<file path="src/rtl/fetch_pkg.sv">
// Shared types and constants for the instruction-fetch sequencer.
// Imported by the fetch top level and its skid buffer.
package fetch_pkg;

  typedef enum logic [1:0] {
    HOLD,
    FETCH,
    DROP
  } state_t;

  typedef enum logic [1:0] {
    RD_NONE,
    RD_BRANCH,
    RD_JR,
    RD_JUMP
  } redir_t;

  localparam int unsigned PC_INCR = 4;
  localparam logic [31:0] RESET_PC_DEF = 32'h0000_0000;

  // Oldest instruction wins: EX branch, then ID jump-register, then jump.
  function automatic redir_t redir_pick(
    input logic br,
    input logic jr,
    input logic j
  );
    redir_t sel;
    sel = RD_NONE;
    priority case (1'b1)
      br:      sel = RD_BRANCH;
      jr:      sel = RD_JR;
      j:       sel = RD_JUMP;
      default: sel = RD_NONE;
    endcase
    return sel;
  endfunction

endpackage

</file>
<file path="src/rtl/fetch_skid_buffer.sv">
// One-entry pc+instruction holding slot for words that land while
// the decode stage is stalled.
module fetch_skid_buffer
  import fetch_pkg::*;
#(
  parameter int ADDR_W = 32
) (
  input  logic              i_clk,
  input  logic              i_rst,
  input  logic              i_load,
  input  logic              i_drain,
  input  logic              i_clear,
  input  logic [ADDR_W-1:0] i_pc,
  input  logic [31:0]       i_instr,
  output logic              o_valid,
  output logic [ADDR_W-1:0] o_pc,
  output logic [31:0]       o_instr
);

  logic              r_valid;
  logic [ADDR_W-1:0] r_pc;
  logic [31:0]       r_instr;

  always_ff @(posedge i_clk or posedge i_rst) begin
    if (i_rst) begin
      r_valid <= 1'b0;
      r_pc    <= '0;
      r_instr <= '0;
    end else if (i_clear) begin
      r_valid <= 1'b0;
    end else if (i_load) begin
      r_valid <= 1'b1;
      r_pc    <= i_pc;
      r_instr <= i_instr;
    end else if (i_drain) begin
      r_valid <= 1'b0;
    end
  end

  assign o_valid = r_valid;
  assign o_pc    = r_pc;
  assign o_instr = r_instr;

endmodule

</file>
<file path="src/rtl/fetch_sequencer.sv">
// Instruction-fetch sequencer: pc register, imem req/ack handshake,
// redirect arbitration, stale-fetch discard and IF/ID flush.
module fetch_sequencer
  import fetch_pkg::*;
#(
  parameter int                ADDR_W      = 32,
  parameter logic [ADDR_W-1:0] RESET_PC    = ADDR_W'(RESET_PC_DEF),
  parameter int                HOLD_CYCLES = 2
) (
  input  logic              Clk,
  input  logic              Reset,
  input  logic              Stall,
  input  logic              BranchTaken,
  input  logic [ADDR_W-1:0] BranchTarget,
  input  logic              Jump,
  input  logic [ADDR_W-1:0] JumpTarget,
  input  logic              JumpRegister,
  input  logic [ADDR_W-1:0] JumpRegisterTarget,
  output logic              imem_req,
  output logic [ADDR_W-1:0] imem_addr,
  input  logic              imem_ack,
  input  logic [31:0]       imem_rdata,
  output logic [ADDR_W-1:0] pc_out,
  output logic [31:0]       instr_out,
  output logic              instr_valid,
  output logic              flush_out
);

  state_t            r_state;
  logic [ADDR_W-1:0] r_pc;
  logic [ADDR_W-1:0] r_tgt;
  logic [3:0]        r_cnt;
  logic              r_req;
  logic [ADDR_W-1:0] r_pc_out;
  logic [31:0]       r_instr;
  logic              r_valid;
  logic              r_flush;

  redir_t            w_sel;
  logic              w_redir;
  logic [ADDR_W-1:0] w_tgt;
  logic [ADDR_W-1:0] w_tgt_al;
  logic [ADDR_W-1:0] w_pc_inc;
  logic              w_ack;
  logic              w_sk_load;
  logic              w_sk_drain;
  logic              w_sk_clear;
  logic              w_sk_valid;
  logic [ADDR_W-1:0] w_sk_pc;
  logic [31:0]       w_sk_instr;

  assign w_sel    = redir_pick(BranchTaken, JumpRegister, Jump);
  assign w_redir  = (w_sel != RD_NONE);
  assign w_tgt_al = {w_tgt[ADDR_W-1:2], 2'b00};
  assign w_pc_inc = r_pc + ADDR_W'(PC_INCR);
  assign w_ack    = r_req & imem_ack;

  always_comb begin
    w_tgt = '0;
    unique case (w_sel)
      RD_BRANCH: w_tgt = BranchTarget;
      RD_JR:     w_tgt = JumpRegisterTarget;
      RD_JUMP:   w_tgt = JumpTarget;
      default:   w_tgt = '0;
    endcase
  end

  always_comb begin
    w_sk_clear = 1'b0;
    w_sk_load  = 1'b0;
    w_sk_drain = 1'b0;
    if (r_state != HOLD) begin
      w_sk_clear = w_redir;
    end
    if (r_state == FETCH && !w_redir) begin
      w_sk_load  = w_ack & Stall;
      w_sk_drain = !r_req & !Stall & w_sk_valid;
    end
  end

  fetch_skid_buffer #(
    .ADDR_W(ADDR_W)
  ) u_skid (
    .i_clk  (Clk),
    .i_rst  (Reset),
    .i_load (w_sk_load),
    .i_drain(w_sk_drain),
    .i_clear(w_sk_clear),
    .i_pc   (r_pc),
    .i_instr(imem_rdata),
    .o_valid(w_sk_valid),
    .o_pc   (w_sk_pc),
    .o_instr(w_sk_instr)
  );

  always_ff @(posedge Clk or posedge Reset) begin
    if (Reset) begin
      r_state  <= HOLD;
      r_pc     <= RESET_PC;
      r_tgt    <= RESET_PC;
      r_cnt    <= '0;
      r_req    <= 1'b0;
      r_pc_out <= '0;
      r_instr  <= '0;
      r_valid  <= 1'b0;
      r_flush  <= 1'b0;
    end else begin
      r_flush <= 1'b0;
      unique case (r_state)
        HOLD: begin
          r_cnt <= r_cnt + 4'd1;
          if (r_cnt == 4'(HOLD_CYCLES - 1)) begin
            r_state <= FETCH;
          end
        end
        FETCH: begin
          if (w_redir) begin
            r_flush <= 1'b1;
            r_valid <= 1'b0;
            r_req   <= 1'b1;
            // Unanswered request must run to its ack at the old address.
            if (r_req && !imem_ack) begin
              r_state <= DROP;
              r_tgt   <= w_tgt_al;
            end else begin
              r_pc <= w_tgt_al;
            end
          end else if (w_ack) begin
            r_pc <= w_pc_inc;
            if (!Stall) begin
              r_pc_out <= r_pc;
              r_instr  <= imem_rdata;
              r_valid  <= 1'b1;
              r_req    <= 1'b1;
            end else begin
              r_req <= 1'b0;
            end
          end else if (r_req) begin
            if (!Stall) begin
              r_valid <= 1'b0;
            end
          end else if (!Stall) begin
            r_req <= 1'b1;
            if (w_sk_valid) begin
              r_pc_out <= w_sk_pc;
              r_instr  <= w_sk_instr;
              r_valid  <= 1'b1;
            end else begin
              r_valid <= 1'b0;
            end
          end
        end
        DROP: begin
          if (w_redir) begin
            r_flush <= 1'b1;
            r_valid <= 1'b0;
            if (imem_ack) begin
              r_pc    <= w_tgt_al;
              r_state <= FETCH;
            end else begin
              r_tgt <= w_tgt_al;
            end
          end else if (imem_ack) begin
            r_pc    <= r_tgt;
            r_state <= FETCH;
          end
        end
        default: r_state <= HOLD;
      endcase
    end
  end

  assign imem_req    = r_req;
  assign imem_addr   = r_pc;
  assign pc_out      = r_pc_out;
  assign instr_out   = r_instr;
  assign instr_valid = r_valid;
  assign flush_out   = r_flush;

endmodule

</file>
<file path="config.mk">
export PLATFORM = sky130hd
export DESIGN_NAME = fetch_sequencer
export DESIGN_NICKNAME = d
export VERILOG_FILES = /design/src/rtl/fetch_pkg.sv /design/src/rtl/fetch_skid_buffer.sv /design/src/rtl/fetch_sequencer.sv
export SDC_FILE = /design/constraint.sdc
export NUM_CORES = 1
export LEC_CHECK = 0
export ABC_CLOCK_PERIOD_IN_PS = 6600
export CAP_MARGIN = 20
export CELL_PAD_IN_SITES_DETAIL_PLACEMENT = 0
export CELL_PAD_IN_SITES_GLOBAL_PLACEMENT = 1
export CORE_ASPECT_RATIO = 0.7
export CORE_UTILIZATION = 35
export CTS_CLUSTER_DIAMETER = 100
export CTS_CLUSTER_SIZE = 20
export DETAILED_ROUTE_END_ITERATION = 10
export PLACE_DENSITY_LB_ADDON = 0.1
export SETUP_SLACK_MARGIN = 0.05
export SLEW_MARGIN = 5
export SYNTH_ARGS = -nofsm -noshare
export SYNTH_HDL_FRONTEND = slang
export SYNTH_SLANG_ARGS = --single-unit
</file>
<file path="constraint.sdc">
create_clock -name Clk -period 6.6 [get_ports Clk]
set_input_delay 1.32 -clock Clk [delete_from_list [all_inputs] [get_ports Clk]]
set_output_delay 1.32 -clock Clk [all_outputs]
set_load 0.02 [all_outputs]
</file>
# Yosys cells after proc, flatten, opt, wreduce, memory -nomap -nowiden
# Cells that the tools add are included.
dict set report word_totals {
  reg_bits 202
  elab_cells 109
  out_inout_bits 99
  input_bits 135
}
dict set report op_classes {
  eq_ne 18
  n_reduce_logical 19
  n_bitwise 6
  n_addsub 2
  mux 52
}
# operator n
set op_table {}
lappend op_table {{$mux 32} 20}
lappend op_table {{$pmux 32 s2} 2}
lappend op_table {{$pmux 32 s3} 1}
lappend op_table {{$add 32x3->32 const B} 1}
lappend op_table {{$mux 1} 20}
lappend op_table {{$mux 2} 7}
lappend op_table {{$ne 2x2->1 const B} 6}
lappend op_table {{$ne 3x3->1 const B} 3}
lappend op_table {{$reduce_and 4->1} 2}
lappend op_table {{$reduce_bool 2->1} 4}
lappend op_table {{$eq 2x2->1 const B} 3}
lappend op_table {{$ne 2x1->1 const B} 3}
lappend op_table {{$pmux 2 s3} 1}
lappend op_table {{$reduce_and 6->1} 1}
lappend op_table {{$reduce_and 5->1} 1}
lappend op_table {{$add 4x1->4 const B} 1}
lappend op_table {{$and 1x1->1} 4}
lappend op_table {{$eq 2x1->1 const B} 2}
lappend op_table {{$eq 4x1->1 const B} 1}
lappend op_table {{$logic_not 1->1} 4}
lappend op_table {{$reduce_and 3->1} 1}
lappend op_table {{$reduce_bool 3->1} 1}
lappend op_table {{$logic_and 1x1->1} 2}
lappend op_table {{$logic_not 2->1} 1}
lappend op_table {{other kinds (4)} 5}

# Depth between registers and ports, before layout
# Gate-level depths: netlist of the first run.
dict set report depth {
  ltp_word 10
  mapped_depth 9
  ltp_nobuf 7
}

# Modules after synthesis
# From an unflattened synthesis of the first run, not the netlist that was laid out.
dict set report hier_totals {
  cells_unflattened 957
  hier_area_um2 10187.3
}
# mod area_per_inst_um2 seq_area_each_um2 n_inst cells_per_inst
set by_module_without_submodules {}
lappend by_module_without_submodules {fetch_sequencer 7442.1 3328.2 1 816}
lappend by_module_without_submodules {fetch_skid_buffer 2745.1 1626.6 1 141}

# Least setup slack after synthesis of the first run
# No wires, ideal clock.
dict set report synth_timing {
  path_kind {input-to-reg}
  startpoint {input port BranchTaken}
  endpoint {register u_skid.r_instr[0], in the netlist u_skid.o_instr[0]}
  setup_ns 0.125
  t_arrival_ns 2.799
  slack_ns 3.677
  path_buffers 2
  required_ns 6.475
  stages 6
  cell_sequence {clkbuf_1 > nor3_1 > nand2_1 > nor2_1 > buf_4 > mux2_2}
}
dict set report synth_via {
  elab_chain_len 6
  elab_cells_between_ends 8
  cone_classes {mux (3); bitwise (1); reduce/logical (4)}
}
# item line_no
set synth_rtl {}
lappend synth_rtl {{start, declared} fetch_sequencer.sv:13} ;# input logic BranchTaken,
lappend synth_rtl {{$mux 2 (*)} fetch_pkg.sv:29} ;# priority case (1'b1)
lappend synth_rtl {{$reduce_bool 2->1 (*)} fetch_sequencer.sv:53} ;# assign w_redir = (w_sel != RD_NONE);
lappend synth_rtl {{$logic_not 1->1} fetch_sequencer.sv:75} ;# if (r_state == FETCH && !w_redir) begin
lappend synth_rtl {{$logic_and 1x1->1} fetch_sequencer.sv:75}
lappend synth_rtl {{$mux 1} fetch_sequencer.sv:75}
lappend synth_rtl {{$reduce_and 2->1 (no line) (*)} n/a}
lappend synth_rtl {{end signal, assigned} fetch_skid_buffer.sv:34} ;# r_instr <= i_instr;
lappend synth_rtl {{end, declared} fetch_skid_buffer.sv:22} ;# logic [31:0] r_instr;
# Mark *: on every way between the ends. The rest lies on a longest branch, timed or not.
# A chain may end at the register's enable or synchronous reset.

# Final worst setup path of the first run
dict set report layout_timing {
  startpoint {input port Jump}
  endpoint {register u_skid.r_instr[25], in the netlist u_skid.o_instr[25]}
}
dict set report layout_via {
  elab_chain_len 8
  elab_cells_between_ends 10
  cone_classes {mux (5); bitwise (1); reduce/logical (4)}
}
# item line_no
set layout_rtl {}
lappend layout_rtl {{start, declared} fetch_sequencer.sv:15} ;# input logic Jump,
lappend layout_rtl {{$mux 2 (*) (3 in series)} fetch_pkg.sv:29}
lappend layout_rtl {{$reduce_bool 2->1 (*)} fetch_sequencer.sv:53}
lappend layout_rtl {{$logic_not 1->1} fetch_sequencer.sv:75}
lappend layout_rtl {{$logic_and 1x1->1} fetch_sequencer.sv:75}
lappend layout_rtl {{$mux 1} fetch_sequencer.sv:75}
lappend layout_rtl {{$reduce_and 2->1 (no line) (*)} n/a}
# Marks and branches as above.

==> results of run 1 <==
[synthesized netlist by cell type, drive strengths merged, types with 2 or more instances]
cell / number
a211oi: 5
a21o: 6
a21oi: 129
a22o: 32
a22oi: 2
a31oi: 9
a32o: 3
and2: 8
and3: 10
and3b: 13
and4: 4
buf: 33
clkbuf: 50
dfrtp: 194
ha: 6
inv: 12
mux2: 63
mux2i: 63
nand2: 53
nand2b: 6
nand3: 12
nand3b: 12
nand4: 16
nor2: 88
nor2b: 14
nor3: 7
nor3b: 2
nor4: 4
o211ai: 3
o21ai: 59
o22ai: 4
o31a: 4
o31ai: 4
o41ai: 2
or3: 4
or4: 3
xnor2: 3
[cell usage in the layout (no fill, tap or decap), drive strengths merged, types with 4 or more instances in the layout]
cell type and instances:
conb 4, nor2b 14, o31ai 4, nand3 12, nand4 16, or3 4, a21oi 129, clkdlybuf4s50 221
a22o 32, nor3 7, bufinv 4, a211oi 5, nor4 4, dfrtp 194, mux2 63, o22ai 4
nor2 88, nand3b 12, mux2i 63, clkbuf 23, and2 8, buf 18, o21ai 59, o31a 4
nand2 53, a31oi 9, ha 6, and3 10, inv 11, a21o 6, and3b 13, nand2b 6
and4 4
[power groups by stage]
| stage | sequential [mW] | clock (mW) | combinational, mW |
|---|---|---|---|
| 6_report | 2.17 | 1.14 | 2.39 |
| 3_5_place_dp | 2.19 | 0 | 2.42 |
| 5_1_grt | 2.26 | 1.23 | 2.63 |
| 2_1_floorplan | 2.33 | 0 | 1.32 |
| 4_1_cts | 2.18 | 1.18 | 2.43 |
| 3_3_place_gp | 2.18 | 0 | 2.40 |
[path summary, 6_finish.rpt]
| kind | start | end | slack [ns] | depth (start not counted) |
|---|---|---|---|---|
| min in group asynchronous | Reset | u_skid.o_instr[2]$_DFFE_PP0P_ | 1.31 | 3 |
| setup reg to reg | imem_req$_DFFE_PP0P_ | imem_addr[29]$_DFFE_PP0P_ | 3.52 | 5 |
| hold / removal | r_cnt[3]$_DFFE_PP0P_ | r_cnt[3]$_DFFE_PP0P_ | 0.48 | 1 |
| max in group asynchronous | Reset | u_skid.o_instr[22]$_DFFE_PP0P_ | 4.65 | 3 |
| hold reg to reg | r_cnt[3]$_DFFE_PP0P_ | r_cnt[3]$_DFFE_PP0P_ | 0.48 | 1 |
| setup / recovery | Jump | u_skid.o_instr[25]$_DFFE_PP0P_ | 2.48 | 8 |
[registers in the layout, summed over array words and instances (netlist names)]
name and count:
imem_addr 30, r_state 2, pc_out 30, u_skid.o_instr 32
u_skid.o_valid 1, instr_valid 1, r_tgt 30, flush_out 1
imem_req 1, r_cnt 4, instr_out 32, u_skid.o_pc 30
[kinds of logic after synthesis]
logic type | count (synthesis)
AOI/OAI and AO/OA | 273
xor gates and xnor gates | 4
adders and majority gates | 6
buffers and inverters | 96
DFF | 194
muxes | 126
other | 1
and+or+nand+nor | 257
[stage by stage]
stage               std cells  setup WS [ns]  cell area (µm²)  power (mW)
finish                   1511          2.481            12880       5.708
CTS                      1510          2.468            12850       5.792
detailed placement       1478          1.980            12210       4.618
global route             1511          2.301            12880       6.119
global placement         1478          2.023            12210       4.582
floorplan                 960          2.776             9837       3.648
[final cells by class]
class                           count  area, µm²  share of cell area (%)
Inverter                           12      48.80                  0.3788
Clock inverter                      9      150.1                   1.165
Sequential cell                   194       4855                   37.68
Tap cell                          364      455.4                   3.535
Timing Repair Buffer              239       2387                   18.53
Clock buffer                       23      498.0                   3.866
Multi-Input combinational cell    670       4488                   34.84
[routing by layer]
layer	vias to the layer above	GRT usage, %	routed length [µm]	part of all wire [%]
met5	-	0	0	0
met4	0	5.184	328	1.2
met3	22	4.716	1143	4.2
met1	3739	27.70	12980	48
li1	3790	-	-	-
met2	129	30.44	12480	46
[worst max-delay path, delay by kind of cell]
| family | cells | cell delay [ns] |
|---|---|---|
| and+or+nand+nor | 3 | 1.06 |
| buffers and inverters | 4 | 1.66 |
| muxes | 1 | 0.37 |
==> impl_results.md, run 1 <==
- Status: finished, final reports clean
- Period utilisation layout: a little over three fifths
- Lkg Pwr: between 5 and 6 nW
- Top FF cell, synth: dfrtp_1
- Logic pwr share: between 40% and 50%
- TNS Setup: 0 ns
- Number of CTS-inserted buffers: 17
- Synth Area in Simple Gates: between 10% and 20%
- YS warnings: 0
- Post-DP HPWL: between 15000 and 20000 µm
- CTS Sinks: ~190
- Max-slew headroom: a little under a third
- CTS resizes: 0
- Int Pwr: about 3.5 mW
- Synth async-reset ratio: 100.0%
- Arrival time at the worst endpoint: 4.45 ns
- GR Util All Layers: between 10% and 20%
- Router iterations before antenna repair: 5
- Critical Path Source Type: input port
- Die Wd: roughly 200 µm
- Max Fclk: between 200 and 250 MHz
- Core area: between 20000 and 30000 µm²
- First-pass GRT wire length: ~44000 µm
- Worst hold path class: register to register
- Antenna-violating nets left: 0
- Share of cells above drive strength 1: a little under an eighth
- Row count: 50
- Critical Path RT: between 6 and 7 ns
- Mux contribution to synthesized area: 13.64%
- Switching share of power: approximately two fifths
- Maximum VDD drop: between 0.15 and 0.2 mV
- Final core utilization: a little under half
- CP dominant cell by count: buf_4
- H-tree levels: 4
- Fill cells: ~2600
- Drt drc: 0
- Post-synth cell types: between 60 and 70
- Initial Utilization: 36.18%
- Gpl congestion: 0.7501
- Crit-path cells: clkdlybuf4s50_1 -> buf_4 -> nor3_1 -> buf_4 -> nand2_1 -> nor2_4 -> buf_4 -> mux2_2
- Hold_buf cts: 0
- Final setup fails: 0
- Synth Area in Adders: 0.7643%
- Crit end category: register
- Clk buf depth: 2
- Reg clk slew, reported paths: around 0.070 ns
- Post-Syn Instances: between 900 and 1000
- Mapped cell area: 9822 µm²
- Die area: roughly 29000 µm²
- Worst-path fanout max: 27
- Buffers on Ports: 223
- Tmin final: slightly above 4 ns
- Slew Limit Fails: 0
- Max capacitance violation total: 0
- Sequential area share after synthesis: approximately half
- Final WL: 26930 µm
- RSZ-0062 raised after global routing: false
- Worst Skew: between 0.007 and 0.008 ns
- Sequential share of power: a little under two fifths
- Final global-route overflow total: 0
- Initial DRC count: slightly below 400
- Pwr dens: roughly 440 nW/µm²
- Vias per Instance: between 5 and 6
- Clock power frac: between 20% and 30%
- Routed vias: roughly 7700
- Wire per inst: 17.82 µm
- Root Buffer: clkbuf_16
- DIE HEIGHT: about 140 µm
- Pin count of the biggest net entering global routing: about 130
- Yosys top cell area share: between 40% and 50%
- NetSw: roughly 2.2 mW
- Setup CP Type: input port to register
- Slew @ Worst Pin: about 1 ns
- Post-synthesis xor/xnor area fraction: 0.3567%
- Worst path max stage delay: 0.72 ns
- Ant. Diodes: 0
- Final Hold Viols: 0
- Largest family of logic cells by synthesized area: compound AO/OA/AOI/OAI gates
- Hold slack: a little under 0.5 ns
- Area Overhead vs Synth: 31.16%
- Number of synthesized flops with an enable pin: 0
- CP max-delay cell: nor2_4
- Biggest area consumer among synthesized cells: dfrtp_1
- Ranking of synthesized cells by area: dfrtp_1 (49%), mux2_2 (7.2%), a21oi_1 (6.6%)
- Initial antenna violation count: 0
- Final nets: between 1000 and 1500
- #FFs+latches synth: 194
- Vias in the first global route: between 7000 and 8000
- Compound-Gate Fraction of Synth Area: 16.66%
- Setup Buffers After CTS: 0
- Worst-skew pair later-pin latency: ~0.45 ns
- CTS tree: yes
- Io pins: 234
- Syn_area_per_cell: 10.26 µm²
Note: power is estimated with default switching activity, not from simulation.
==> inputs of run 2 (changes only) <==
Settings changed: ABC_CLOCK_PERIOD_IN_PS 6600 to 3900, CORE_UTILIZATION 35 to 39.
Clock period 6.6 ns to 3.9 ns, I/O delays scaled along.
==> impl_results.md, run 2 (synthesized netlist as in run 1, its figures left out) <==
- Max Fclk: 375.5 MHz
- Max-slew headroom: about a third
- Setup Buffers After CTS: 0
- Layout Cell Area excl Fill: around 13000 µm²
- Delay-heaviest family, CP: simple AND/OR/NAND/NOR gates
- Final Hold Viols: 0
- TNS Setup: 0 ns
- Multi-input gate area: between 4000 and 5000 µm²
- Area Overhead vs Synth: 31.22%
- CTS tree: yes
- Ant. Diodes: 0
- Initial antenna violation count: 0
- Post-DP HPWL: 18060 µm
- Routed vias: 7833
- Crit-path cells: clkdlybuf4s50_1 -> or4_1 -> nor2_1 -> nand4_1 -> or4_1 -> nand3_1
- Core area: about 25000 µm²
- Hold_buf cts: 0
- Row count: 48
- Final setup fails: 0
- Buffers & Inverters on Critical Path: 1
- Placed Area: between 10000 and 15000 µm²
- Register area: ~5000 µm²
- Worst Skew: around 0.008 ns
- Hold slack: 0.4773 ns
- Router iterations before antenna repair: 5
- Final global-route overflow total: 0
- Commonest non-fill, non-tap cell in the layout: clkdlybuf4s50_1
- Pwr dens: 754.9 nW/µm²
- Hold path startpoint: r_cnt[3]$_DFFE_PP0P_
- Worst path max stage delay: slightly below 0.8 ns
- Die area: 25830 µm²
- Worst-path fanout max: 12
- Most frequent cells in the layout: clkdlybuf4s50_1 (221), dfrtp_1 (194), a21oi_1 (129)
- Gpl congestion: around 0.75
- Tmin final: 2.663 ns
- Initial Utilization: between 30% and 40%
- Lkg Pwr: roughly 5.7 nW
- Vias in the first global route: between 7000 and 8000
- Slew @ Worst Pin: around 1.0 ns
- Crit end category: register
- Critical Path Source Type: input port
- Crit path launch: Jump
- Fill cells: approximately 2200
- Arrival time at the worst endpoint: 3.03 ns
- CP dominant cell by count: or4_1
- Vias per Instance: roughly 5.3
- Reg clk slew, reported paths: roughly 0.070 ns
- Placed insts: approximately 1400
- Pin count of the biggest net entering global routing: 74
- RSZ-0062 raised after global routing: false
- Number of CTS-inserted buffers: 17
- Status: finished, final reports clean
- Critical Path RT: 4.27 ns
- DIE HEIGHT: roughly 130 µm
- Slew Limit Fails: 0
- Max capacitance violation total: 0
- Setup CP Type: input port to register
- Maximum VDD drop: 0.4492 mV
- CP max-delay cell: or4_1
- Worst-skew pair later-pin latency: about 0.44 ns
- Initial DRC count: about 450
- CTS resizes: 0
- CTS Sinks: around 190
- Io pins: between 200 and 250
- Share of cells above drive strength 1: 11.77%
- Clk buf depth: 2
- Buffers on Ports: between 200 and 250
- Root Buffer: clkbuf_16
- Antenna-violating nets left: 0
- Die Wd: around 190 µm
- GR Util All Layers: between 20% and 30%
- Final WL: 26630 µm
- Drt drc: 0
- Layout Cells excl Fill: 1480
- Slack of the worst reg-to-reg path: approximately 1.3 ns
- Final nets: ~1300
- RR Startpoint: imem_addr[2]$_DFFE_PP0P_
- H-tree levels: 4
- First-pass GRT wire length: around 42000 µm
- Worst hold path class: register to register
- Period utilisation layout: between 60% and 70%
- Wire per inst: roughly 18 µm
## run 2: worst paths after layout
check                      cells after the start                         to
max                                            6  imem_addr[29]$_DFFE_PP0P_
min                                            1       r_cnt[3]$_DFFE_PP0P_
max reg2reg                                    6  imem_addr[30]$_DFFE_PP0P_
min reg2reg                                    1       r_cnt[3]$_DFFE_PP0P_
max in group asynchronous                      3  imem_addr[22]$_DFFE_PP0P_
min in group asynchronous                      2   instr_out[9]$_DFFE_PP0P_
## run 2: area by class of cell
cell class                      count  share of cell area (%)
Sequential cell                   194                   37.67
Multi-Input combinational cell    670                   34.82
Timing Repair Buffer              247                   19.12
Clock buffer                       21                   3.417
Tap cell                          325                   3.155
Clock inverter                     11                   1.437
Inverter                           12                  0.3786
## run 2: per-layer routing
layer | global-route usage, % | wire, µm | vias to the layer above
li1 | - | - | 3812
met1 | 29.88 | 12860 | 3854
met2 | 32.91 | 12340 | 151
met3 | 4.782 | 1227 | 16
met4 | 4.012 | 202 | 0
met5 | 0 | 0 | -
## run 2: metrics by stage
| stage | setup WS [ns] | util (%) | total power, mW |
|---|---|---|---|
| after global placement | 0.8138 | 49.68 | 7.794 |
| after detailed placement | 0.8109 | 49.68 | 7.867 |
| after floorplan | 0.6156 | - | 6.174 |
| after CTS | 1.261 | 52.22 | 9.826 |
| final | 1.237 | 52.22 | 9.729 |
| after global routing | 1.099 | 52.22 | 10.37 |
## run 2: power by group
group	switching, mW	total [mW]	internal (mW)
sequential	0.770	3.67	2.90
clock	0.776	1.91	1.14
combinational	2.15	4.15	2.00
## run 2: worst reg2reg max path, stage by stage (launching register included)
cell and delay, ns:
dfrtp_1 0.56, ha_1 0.32, nand4_1 0.31, nor4_4 0.70, and3_1 0.28, o22ai_1 0.08
a211o_1 0.27
==> inputs of run 3 (changes only) <==
Settings changed: ABC_CLOCK_PERIOD_IN_PS 3900 to 2700.
Clock period 3.9 ns to 2.7 ns, I/O delays scaled along.
==> impl_results.md, run 3 (synthesized netlist as in run 1, its figures left out) <==
- Status: finished, final reports clean
- Gpl congestion: 0.7802
- Number of CTS-inserted buffers: 17
- CP dominant cell by count: or4_1
- Crit-path cells: inv_1 -> ha_1 -> or4_1 -> nor2_1 -> nand4_1 -> or4_1 -> nand3_1
- Max capacitance violation total: 0
- Slew Limit Fails: 0
- Critical Path Source Type: register
- Antenna-violating nets left: 0
- Max Fclk: 433.7 MHz
- Share of cells above drive strength 1: ~15%
- Post-DP HPWL: about 19000 µm
- Tmin final: 2.306 ns
- Vias in the first global route: between 7000 and 8000
- Setup Buffers After CTS: 0
- Maximum VDD drop: just over 0.5 mV
- RSZ-0062 raised after global routing: false
- CTS Sinks: a little under 200
- CTS tree: yes
- Worst path max stage delay: approximately 0.7 ns
- Pwr dens: roughly 1100 nW/µm²
- Final WL: 26610 µm
- Drt drc: 0
- Final Hold Viols: 0
- DIE HEIGHT: roughly 130 µm
- Area Overhead vs Synth: 34.97%
- Vias per Instance: 5.261
- Max-slew headroom: 62.66%
- Reg clk slew, reported paths: about 0.07 ns
- Initial Utilization: 39.79%
- Buffers & Inverters on Critical Path: 1
- Io pins: 234
- Fill cells: around 2200
- Final worst slack: around 0.4 ns
- Worst-skew pair later-pin latency: 0.43 ns
- Final setup fails: 0
- Root Buffer: clkbuf_16
- Worst-path fanout max: 6
- Hold_buf cts: 0
- Crit end category: register
- Placed insts: 1484
- CP max-delay cell: or4_1
- GR Util All Layers: a little over a fifth
- Routed vias: about 8000
- Layout Cells excl Fill: 1516
- CTS resizes: 0
- Die area: ~26000 µm²
- Buffers on Ports: ~220
- Arrival time at the worst endpoint: 2.68 ns
- Period utilisation layout: between 80% and 90%
- Delay-heaviest family, CP: simple AND/OR/NAND/NOR gates
- Most frequent cells in the layout: clkdlybuf4s50_1 (221), dfrtp_1 (194), a21oi_1 (129)
- Ant. Diodes: 0
- Final nets: around 1300
- Die Wd: about 190 µm
- Initial DRC count: 407
- Pin count of the biggest net entering global routing: 68
- Row count: 48
- Total power: approximately 14 mW
- Core area: between 20000 and 25000 µm²
- Final global-route overflow total: 0
- First-pass GRT wire length: between 40000 and 50000 µm
- Final core utilization: between 50% and 60%
- Commonest non-fill, non-tap cell in the layout: clkdlybuf4s50_1
- Initial antenna violation count: 0
- Clk buf depth: 2
- Worst hold path class: register to register
- Pre-CTS WS: -0.04335 ns
- Setup CP Type: register to register
- Slew @ Worst Pin: approximately 0.56 ns
- Router iterations before antenna repair: 4
- Wire per inst: approximately 18 µm
- Critical Path RT: around 3.1 ns
- H-tree levels: 4
- Lkg Pwr: 5.870 nW
- Worst Skew: about 0.011 ns
## run 3: cell types whose count changed in the layout (fill, tap and decap cells not counted)
cell,change
clkinvlp_4,-1
clkinv_4,+1
buf_4,+27
clkbuf_1,-2
clkinv_2,-2
clkbuf_8,+6
inv_6,+1
bufinv_16,-3
buf_12,+9
## run 3: layout make-up
class	instances	area, µm²	area share, %
Timing Repair Buffer	283	2848	21.48
Inverter	12	48.80	0.3681
Clock inverter	7	95.09	0.7173
Clock buffer	25	515.5	3.889
Multi-Input combinational cell	670	4488	33.86
Tap cell	325	406.6	3.067
Sequential cell	194	4855	36.62
## run 3: power breakdown
group / switching (mW) / leakage, nW / internal (mW) / total, mW
clock network: 1.11 / 0.300 / 1.52 / 2.63
registers: 0.966 / 2.49 / 4.19 / 5.15
logic: 3.27 / 3.08 / 3.09 / 6.36
total: 5.35 / 5.87 / 8.80 / 14.1
## run 3: worst paths after layout
check	end	cells past startpoint	slack (ns)	startpoint
min in group asynchronous	u_skid.o_instr[1]$_DFFE_PP0P_	2	0.48	Reset
max in group asynchronous	instr_out[24]$_DFFE_PP0P_	3	1.52	Reset
worst min register to register	r_cnt[3]$_DFFE_PP0P_	1	0.47	r_cnt[3]$_DFFE_PP0P_
worst max register to register	imem_addr[29]$_DFFE_PP0P_	7	0.39	r_state[0]$_DFFE_PP0P_
worst min-delay path	r_cnt[3]$_DFFE_PP0P_	1	0.47	r_cnt[3]$_DFFE_PP0P_
worst max-delay path	imem_addr[29]$_DFFE_PP0P_	7	0.39	r_state[0]$_DFFE_PP0P_
## run 3: per-stage QoR
step / setup TNS [ns] / hold WS (ns) / instance area, µm²
5_1_grt: 0 / 0.5048 / 13260
6_report: 0 / 0.4727 / 13260
3_5_place_dp: -0.04335 / 0.4670 / 12650
3_3_place_gp: -0.04603 / 0.4641 / 12650
2_1_floorplan: -66.82 / 0.4465 / 9837
4_1_cts: 0 / 0.4702 / 13260
## run 3: metal layers
| metal | vias to the layer above | track usage (%) | part of all wire [%] |
|---|---|---|---|
| li1 | 3881 | - | - |
| met3 | 21 | 4.184 | 4.2 |
| met4 | 0 | 4.894 | 0.93 |
| met2 | 151 | 31.83 | 45 |
| met1 | 3922 | 31.12 | 50 |
| met5 | - | 0 | 0 |
